===== src/rtl/stack_alu.sv =====
// stack_alu: operand stack of DEPTH x WIDTH words driven by stack commands
// over a valid/ready handshake. Binary ops pop two and push one result.
// MUL runs as a WIDTH-cycle shift-add. Top of stack and flags are registered.
module stack_alu #(
    parameter int WIDTH = 32,
    parameter int DEPTH = 16,
    parameter int CW    = $clog2(DEPTH + 1)
) (
    input  logic             clk,
    input  logic             reset,
    input  logic             cmd_valid,
    output logic             cmd_ready,
    input  logic [3:0]       cmd_op,
    input  logic [WIDTH-1:0] push_data,
    input  logic             err_clr,
    output logic [WIDTH-1:0] top,
    output logic [CW-1:0]    count,
    output logic             empty,
    output logic             full,
    output logic             zero,
    output logic             done,
    output logic             err,
    output logic [1:0]       err_code
);
    localparam int AW = $clog2(DEPTH);
    localparam int SW = $clog2(WIDTH);

    typedef enum logic {S_IDLE, S_MUL} state_e;

    typedef enum logic [3:0] {
        OP_NOP = 4'h0, OP_PUSH, OP_POP, OP_ADD, OP_OR, OP_SUB, OP_SLT,
        OP_NOR, OP_AND, OP_DUP, OP_SWAP, OP_MUL
    } op_e;

    typedef enum logic [1:0] {E_NONE, E_UNDER, E_OVER, E_ILLEGAL} err_e;

    state_e           r_state, w_state_nxt;
    logic [WIDTH-1:0] r_stack [DEPTH];
    logic [CW-1:0]    r_count, w_count_nxt;
    logic [WIDTH-1:0] r_top, w_top_nxt;
    logic             r_zero, r_done, r_err;
    err_e             r_err_code, w_err_code;

    logic [WIDTH-1:0] r_mcand, r_mplier, r_acc;
    logic [SW-1:0]    r_step;

    logic [AW-1:0]    w_idx_t, w_idx_n, w_idx_p;
    logic [WIDTH-1:0] w_t, w_n, w_alu, w_acc_step;
    logic             w_none, w_single, w_lt2, w_full;

    logic             w_wr0_en, w_wr1_en;
    logic [AW-1:0]    w_wr0_idx, w_wr1_idx;
    logic [WIDTH-1:0] w_wr0_data, w_wr1_data;
    logic             w_zero_en, w_done_nxt, w_err_set, w_mul_start;

    // Index arithmetic is only used when the occupancy guards allow it,
    // so the wrap of count-1 / count-2 at low occupancy is harmless.
    assign w_idx_t  = AW'(r_count - CW'(1));
    assign w_idx_n  = AW'(r_count - CW'(2));
    assign w_idx_p  = AW'(r_count);
    assign w_t      = r_stack[w_idx_t];
    assign w_n      = r_stack[w_idx_n];
    assign w_none   = (r_count == '0);
    assign w_single = (r_count == CW'(1));
    assign w_lt2    = w_none | w_single;
    assign w_full   = (r_count == CW'(DEPTH));

    assign w_acc_step = r_mplier[0] ? (r_acc + r_mcand) : r_acc;

    // Single-cycle ALU result from N and T
    always_comb begin
        w_alu = '0;
        case (cmd_op)
            OP_ADD:  w_alu = w_n + w_t;
            OP_OR:   w_alu = w_n | w_t;
            OP_SUB:  w_alu = w_n - w_t;
            OP_SLT:  w_alu = WIDTH'(w_n < w_t);
            OP_NOR:  w_alu = ~(w_n | w_t);
            OP_AND:  w_alu = w_n & w_t;
            default: w_alu = '0;
        endcase
    end

    // Next-state, stack write ports and status updates
    always_comb begin
        w_state_nxt = r_state;
        w_wr0_en    = 1'b0;
        w_wr0_idx   = '0;
        w_wr0_data  = '0;
        w_wr1_en    = 1'b0;
        w_wr1_idx   = '0;
        w_wr1_data  = '0;
        w_count_nxt = r_count;
        w_top_nxt   = r_top;
        w_zero_en   = 1'b0;
        w_done_nxt  = 1'b0;
        w_err_code  = E_NONE;
        w_mul_start = 1'b0;
        case (r_state)
            S_IDLE: begin
                if (cmd_valid) begin
                    w_done_nxt = 1'b1;
                    case (cmd_op)
                        OP_NOP: ;
                        OP_PUSH: begin
                            if (w_full) begin
                                w_err_code = E_OVER;
                            end else begin
                                w_wr0_en    = 1'b1;
                                w_wr0_idx   = w_idx_p;
                                w_wr0_data  = push_data;
                                w_count_nxt = r_count + CW'(1);
                                w_top_nxt   = push_data;
                            end
                        end
                        OP_POP: begin
                            if (w_none) begin
                                w_err_code = E_UNDER;
                            end else begin
                                w_count_nxt = r_count - CW'(1);
                                w_top_nxt   = w_single ? '0 : w_n;
                            end
                        end
                        OP_ADD, OP_OR, OP_SUB, OP_SLT, OP_NOR, OP_AND: begin
                            if (w_lt2) begin
                                w_err_code = E_UNDER;
                            end else begin
                                w_wr0_en    = 1'b1;
                                w_wr0_idx   = w_idx_n;
                                w_wr0_data  = w_alu;
                                w_count_nxt = r_count - CW'(1);
                                w_top_nxt   = w_alu;
                                w_zero_en   = 1'b1;
                            end
                        end
                        OP_DUP: begin
                            if (w_none) begin
                                w_err_code = E_UNDER;
                            end else if (w_full) begin
                                w_err_code = E_OVER;
                            end else begin
                                w_wr0_en    = 1'b1;
                                w_wr0_idx   = w_idx_p;
                                w_wr0_data  = w_t;
                                w_count_nxt = r_count + CW'(1);
                                w_top_nxt   = w_t;
                            end
                        end
                        OP_SWAP: begin
                            if (w_lt2) begin
                                w_err_code = E_UNDER;
                            end else begin
                                w_wr0_en   = 1'b1;
                                w_wr0_idx  = w_idx_t;
                                w_wr0_data = w_n;
                                w_wr1_en   = 1'b1;
                                w_wr1_idx  = w_idx_n;
                                w_wr1_data = w_t;
                                w_top_nxt  = w_n;
                            end
                        end
                        OP_MUL: begin
                            if (w_lt2) begin
                                w_err_code = E_UNDER;
                            end else begin
                                w_mul_start = 1'b1;
                                w_state_nxt = S_MUL;
                                w_done_nxt  = 1'b0;
                            end
                        end
                        default: w_err_code = E_ILLEGAL;
                    endcase
                end
            end
            S_MUL: begin
                // Final step folds into the writeback so the result lands on
                // the same edge that returns the FSM to IDLE.
                if (r_step == SW'(WIDTH - 1)) begin
                    w_state_nxt = S_IDLE;
                    w_wr0_en    = 1'b1;
                    w_wr0_idx   = w_idx_n;
                    w_wr0_data  = w_acc_step;
                    w_count_nxt = r_count - CW'(1);
                    w_top_nxt   = w_acc_step;
                    w_zero_en   = 1'b1;
                    w_done_nxt  = 1'b1;
                end
            end
            default: w_state_nxt = S_IDLE;
        endcase
        w_err_set = (w_err_code != E_NONE);
    end

    // FSM state register
    always_ff @(posedge clk or posedge reset) begin
        if (reset) r_state <= S_IDLE;
        else       r_state <= w_state_nxt;
    end

    // Occupancy, registered top of stack and status flags
    always_ff @(posedge clk or posedge reset) begin
        if (reset) begin
            r_count    <= '0;
            r_top      <= '0;
            r_zero     <= 1'b0;
            r_done     <= 1'b0;
            r_err      <= 1'b0;
            r_err_code <= E_NONE;
        end else begin
            r_count <= w_count_nxt;
            r_top   <= w_top_nxt;
            r_done  <= w_done_nxt;
            if (w_zero_en) r_zero <= (w_top_nxt == '0);
            if (w_err_set) begin
                r_err      <= 1'b1;
                r_err_code <= w_err_code;
            end else if (err_clr) begin
                r_err      <= 1'b0;
                r_err_code <= E_NONE;
            end
        end
    end

    // Stack storage; entries at or above count are don't-care
    always_ff @(posedge clk) begin
        if (w_wr0_en) r_stack[w_wr0_idx] <= w_wr0_data;
        if (w_wr1_en) r_stack[w_wr1_idx] <= w_wr1_data;
    end

    // Shift-add multiplier: T is the multiplicand, N the multiplier
    always_ff @(posedge clk or posedge reset) begin
        if (reset) begin
            r_mcand  <= '0;
            r_mplier <= '0;
            r_acc    <= '0;
            r_step   <= '0;
        end else if (w_mul_start) begin
            r_mcand  <= w_t;
            r_mplier <= w_n;
            r_acc    <= '0;
            r_step   <= '0;
        end else if (r_state == S_MUL) begin
            r_acc    <= w_acc_step;
            r_mcand  <= r_mcand << 1;
            r_mplier <= r_mplier >> 1;
            r_step   <= r_step + SW'(1);
        end
    end

    assign cmd_ready = (r_state == S_IDLE);
    assign top       = r_top;
    assign count     = r_count;
    assign empty     = w_none;
    assign full      = w_full;
    assign zero      = r_zero;
    assign done      = r_done;
    assign err       = r_err;
    assign err_code  = r_err_code;

endmodule


===== config.mk =====
export PLATFORM = sky130hd
export DESIGN_NAME = stack_alu
export DESIGN_NICKNAME = d
export VERILOG_FILES = /design/src/rtl/stack_alu.sv
export SDC_FILE = /design/constraint.sdc
export NUM_CORES = 2
export LEC_CHECK = 0
export BUFFER_PORTS_ARGS = -buffer_cell sky130_fd_sc_hd__buf_2
export CORE_UTILIZATION = 45
export CTS_CLUSTER_SIZE = 8
export DETAILED_ROUTE_END_ITERATION = 16
export GPL_ROUTABILITY_DRIVEN = 0
export GPL_TIMING_DRIVEN = 1
export PLACE_DENSITY = 0.63
export SYNTH_ARGS = -nofsm -noshare
export SYNTH_HDL_FRONTEND = slang
export SYNTH_SLANG_ARGS = --single-unit

===== constraint.sdc =====
create_clock -name clk -period 7.1 [get_ports clk]
set_clock_uncertainty 0.1 [all_clocks]
set_input_delay 0.71 -clock clk [delete_from_list [all_inputs] [get_ports clk]]
set_output_delay 0.71 -clock clk [all_outputs]
set_load 0.02 [all_outputs]

======== Yosys cells after proc, flatten, opt, wreduce, memory -nomap -nowiden ========
Memories as Yosys holds them, arrays and structs flattened.
Index checks and enable logic that the tools add are counted.
word-level totals
  memory bits (writable) .................. 512
  flip-flop bits (word level) ............. 144
  memories kept ........................... 1
  output and inout bits ................... 45
memories
  name     depth  bits a word  read ports  clocked after memory_dff  write ports  line  source
  r_stack  16     32           2           0                         2            38    logic [WIDTH-1:0] r_stack [DEPTH];
operators by class
  muxes and demuxes ....................... 90
  $lt $le $gt $ge ......................... 1
  add/subtract/negate cells ............... 7
  bitwise operators ....................... 5
  equal/unequal tests ..................... 20
  reduce and logical (&&, ||, !) cells .... 10
operators by type and width
  operator                                                         count
  32-bit two-way mux                                               27
  32-bit one-hot mux with 6 select lines                           1
  32-bit one-hot mux with 5 select lines                           1
  32-bit one-hot mux with 2 select lines                           2
  32-bit one-hot mux with 4 select lines                           1
  32-bit adder                                                     2
  5-bit two-way mux                                                8
  4-bit two-way mux                                                9
  32-bit AND                                                       1
  32-bit zero test                                                 1
  32-bit < comparator                                              1
  32-bit NOT                                                       1
  32-bit OR                                                        1
  32-bit subtractor                                                1
  1-bit two-way mux                                                25
  5-bit one-hot mux with 4 select lines                            1
  4-bit by 3-bit == test with 1-bit output, second input constant  4
  4-bit == test, second input constant                             4
  4-bit one-hot mux with 4 select lines                            1
  2-bit two-way mux                                                6
  5-bit by 1-bit adder with 5-bit output, second input constant    2
  5-bit == test, second input constant                             2
  2-bit one-hot mux with 5 select lines                            1
  5-bit one-hot mux with 2 select lines                            1
  other kinds (21)                                                 29

======== Longest topological paths before layout ========
An unclocked memory read counts as a cell.
  word-level depth ........................ 10
  depth in mapped cells ................... 33

======== Worst setup path after synthesis ========
OpenSTA, ideal clock, no wires.
  path kind ............................... reg2reg
  start ................................... register r_count[0] (netlist: count[0])
  end ..................................... memory r_stack[2][0] (enable)
  slack ................................... -217 ps
  clock period less this slack ............ 7,317 ps
  arrival time ............................ 6,751 ps
  required time ........................... 6,534 ps
  stages on the path, launching flop included .. 20
  setup time .............................. 466 ps
  buffers on the path ..................... 10
  path through ............................ dfrtp_1 -> buf_6 -> buf_12 -> buf_6 -> buf_4 -> buf_2 -> buf_2 -> inv_1 -> ha_1 -> buf_2 -> and4bb_1 -> nor3_1 -> clkbuf_1 -> clkbuf_1 -> buf_1 -> nor2_1 -> or3_1 -> o221ai_1 -> nand2_1 -> o21ai_0
RTL lines
  element                   line  source
  start: declaration        39    logic [CW-1:0] r_count, w_count_nxt;
  start signal: assignment  210   r_count <= w_count_nxt;
  end: declaration          38

======== Worst setup path in the final report ========
  start ................................... register r_count[1] (netlist: count[1])
  end ..................................... register r_zero (netlist: zero)
on the way
  longest elaborated chain between the ends .. 10
ends and longest elaborated chain
  element                                                                          line  source
  parallel branches: the longest is 6 deep, another holds memory read 16 x 32 bit  -
  32-bit one-hot mux with 5 select lines (*)                                       103   case (cmd_op)
  32-bit two-way mux (*)                                                           101   if (cmd_valid) begin
  32-bit one-hot mux with 2 select lines (*)                                       99    case (r_state)
  via w_top_nxt[29]                                                                40    logic [WIDTH-1:0] r_top, w_top_nxt;
  32-bit zero test (*)                                                             213   if (w_zero_en) r_zero <= (w_top_nxt == '0);
  end signal: assignment                                                           213
  end: declaration                                                                 41    logic r_zero, r_done, r_err;
Mark *: on every way through the listed nets, which the timed path passes.
A chain may end at the register's enable or synchronous reset.

==> impl_metrics.csv <==
group,metric,value,unit
clocking,clkTransAtPathRegs,0.06,ns
worst_setup_path,r2r_end,"zero",
job,cap_viol_max_count,0,
timing,slew_headroom,0.102,
worst_setup_path,cp_slowest_stage_delay,0.66,ns
synthesis,synthTopCellsByArea,"edfxtp_1 34%, mux4_2 14%, dfrtp_1 8.0%",
synthesis,synth_compound_area_frac,0.185,
route,antenna_left,0,
timing,rsz0062_at_grt,"no",
worst_setup_path,rrSetupSlack,0.1,ns
synthesis,synth.ff_latch_count,656,
synthesis,synth_top_area_share,0.339,
synthesis,yosysMostFrequentCell,"nor2_1",
worst_setup_path,regToRegStartpoint,"count[1]",
worst_setup_path,critPathCaptureType,"flop",
global_routing,globalRouteTotalUtil,0.350,
synthesis,avgSynthCellArea,10.0,µm²
final_layout,fin_area,50200,µm²
hold_path,hold_class,"in -> async",
worst_setup_path,cp-start-kind,"flop",
timing,fmax,143,MHz
timing,setup_violations,0,
worst_setup_path,worst_path_max_delay_cell,"mux4_2",
global_routing,overflow,0,
worst_setup_path,r2r_cells,21,
timing,slew_violations,0,
worst_setup_path,criticalPathCategory,"reg -> reg",
final_layout,nets,4680,
place,dp_hpwl,122,mm
synthesis,syn-num-nets,4711,
synthesis,yosys-mux-area-fraction,0.167,
timing,min_period,7.00,ns
synthesis,synth.cell_area,45300,µm²
route,first_pass_iters,9,
worst_setup_path,crit_top_cell,"buf_4",
clocking,cts_root_buf,"clkbuf_16",
worst_setup_path,path_cells,"clkinv_1 -> buf_4 -> ha_4 -> buf_4 -> buf_12 -> mux4_2 -> mux4_2 -> ha_1 -> a21oi_1 -> o2111ai_1 -> a211oi_1 -> nor4_1 -> buf_4 -> a21oi_1 -> xor2_1 -> o221ai_1 -> a211oi_1 -> o22ai_1 -> nor2_1 -> nor4bb_1 -> a32o_1",
final_layout,area_growth,10.9,%
floorplan,die_x,319,µm
timing,fin_crit_sh,0.986,
route,dr_total_vias,40700,
global_routing,antenna_found_initial,4,
worst_setup_path,required,7.60,ns
worst_setup_path,crit_arrival,7.51,ns
synthesis,ys_seq_area_frac,0.419,
clocking,cts_hold_buffers,0,
timing,hold_ws,0.0778,ns
synthesis,ys_warn_count,0,
floorplan,core_region_area,99900,µm²
synthesis,syn_inst,4529,
synthesis,synth_top_family_by_area,"compound AO/OA/AOI/OAI gates",
clocking,cts_tree,"yes",
clocking,clk_path_buf_depth,3,
route,wirelength,182,mm
final_layout,layout-drive-gt1-share,0.176,
clocking,clock-sinks,656,
timing,tightest_slew,1.34,ns
floorplan,die_h,319,µm
synthesis,synth_xor_area_frac,0.00931,
route,drtIter0Drc,6568,
clocking,cts_buffers,92,
floorplan,start_util,0.454,
synthesis,synth-simple-area-share,0.129,
outcome,outcome,"completed",
synthesis,synthArstFlopShare,0.220,
route,drc_errors,0,
final_layout,nFillCells,8878,
synthesis,synthAdderAreaFrac,0.0397,
synthesis,synth_commonest_cells,"557 x nor2_1, 512 x edfxtp_1, 509 x nand2_1",
route,wl_per_cell,31.2,µm
floorplan,num_io_pins,85,
timing,hold_violations,0,
synthesis,yosys_most_used_dff,"edfxtp_1",
global_routing,grt_start_max_net_pins,111,
synthesis,synth_area_leader_cell,"edfxtp_1",
worst_setup_path,cp_max_fo,30,
place,placed_area,47500,µm²
clocking,ctsHtreeMaxLevel,3,
route,viasPerCell,6.98,
clocking,clk-insertion-delay-late,0.68,ns
place,io_buffers,84,
synthesis,synth_edf_count,512,
global_routing,grt_pass1_vias,37800,
global_routing,grt_pass1_wl,262,mm
synthesis,netlist-cell-type-count,98,
floorplan,rows,116,
floorplan,die-area,102000,µm²
-- sequential cells by signal, indices dropped and copies added, names as in the netlist, 2 cells and up --
register  cells
r_mcand      32
r_mplier     32
r_acc        32
top          32
r_step        5
err_code      2
r_stack     512
count         5
-- cell type report --
cell class / count / area (µm²) / area share
diodes: 3 / 7.51 / 0.000149
clock buffers: 130 / 2490 / 0.0495
clock inverters: 5 / 67.6 / 0.00134
inverters: 128 / 485 / 0.00966
multi-input cells: 3334 / 24500 / 0.487
flip-flops and latches: 656 / 19000 / 0.378
well taps: 1298 / 1620 / 0.0323
repair buffers: 286 / 2120 / 0.0421
-- critical path: cells and delay by family (launching register included) --
kind,cells,cell delay [ns]
AOI/OAI and AO/OA,8,2.40
muxes,2,1.23
buffers and inverters,5,0.96
adders and majority gates,2,0.80
and+or+nand+nor,3,0.80
DFF,1,0.42
xor gates and xnor gates,1,0.19
-- routing by layer --
layer / vias to the layer above / track usage / share of wire
met5: - / 0.00662 / 0.00071
met4: 6 / 0.199 / 0.068
met3: 769 / 0.111 / 0.15
met2: 3292 / 0.518 / 0.43
met1: 19800 / 0.452 / 0.36
li1: 16900 / - / -
-- logic make-up after synthesis --
family	Yosys count
muxes	396
AOI/OAI and AO/OA	1387
DFF	656
adders and majority gates	142
and+or+nand+nor	1363
buffers and inverters	539
xor gates and xnor gates	46
-- through the flow --
stage	utilization	TNS (ns)	instances	setup slack, ns
after global placement	0.476	0	5690	0.0892
after CTS	0.502	0	5825	0.00162
after floorplan	-	-32.13	4529	-0.128
after detailed placement	0.476	-0.0560	5690	-0.0560
final	0.503	0	5840	0.0984
after global routing	0.503	0	5838	0.0238
-- worst max path at each step --
| stage | start | end | slack [ns] | depth (start not counted) |
|---|---|---|---|---|
| after global routing | count[1] | zero | 0.02 | 24 |
| after detailed placement | count[1] | zero | -0.06 | 19 |
| after CTS | count[1] | zero | 0.002 | 19 |
| final | count[1] | zero | 0.1 | 21 |
| after floorplan | count[0] | r_stack[2][0] | -0.13 | 19 |
| after global placement | count[1] | zero | 0.09 | 19 |
-- timing repair --
action | 4_1_cts | 5_1_grt
setup buffers | 0 | 12
pin swaps | 0 | 3
setup endpoints to repair | 1 | 85
resized for setup | 1 | 14
-- cell usage in the layout, fill, tap and decap left out, drive strengths merged, types with 29 or more instances in the layout --
cell	count
a21oi	507
a22oi	42
and3	30
buf	286
clkbuf	130
dfrtp	144
edfxtp	512
ha	139
inv	129
mux2i	92
mux4	286
nand2	509
nand3	61
nor2	558
nor3	33
o211ai	39
o21ai	424
o22ai	31
xnor2	29
Power is left out: the tool's default activity adds up to more than one toggle a clock period on the data nets, which glitch-free logic cannot reach.
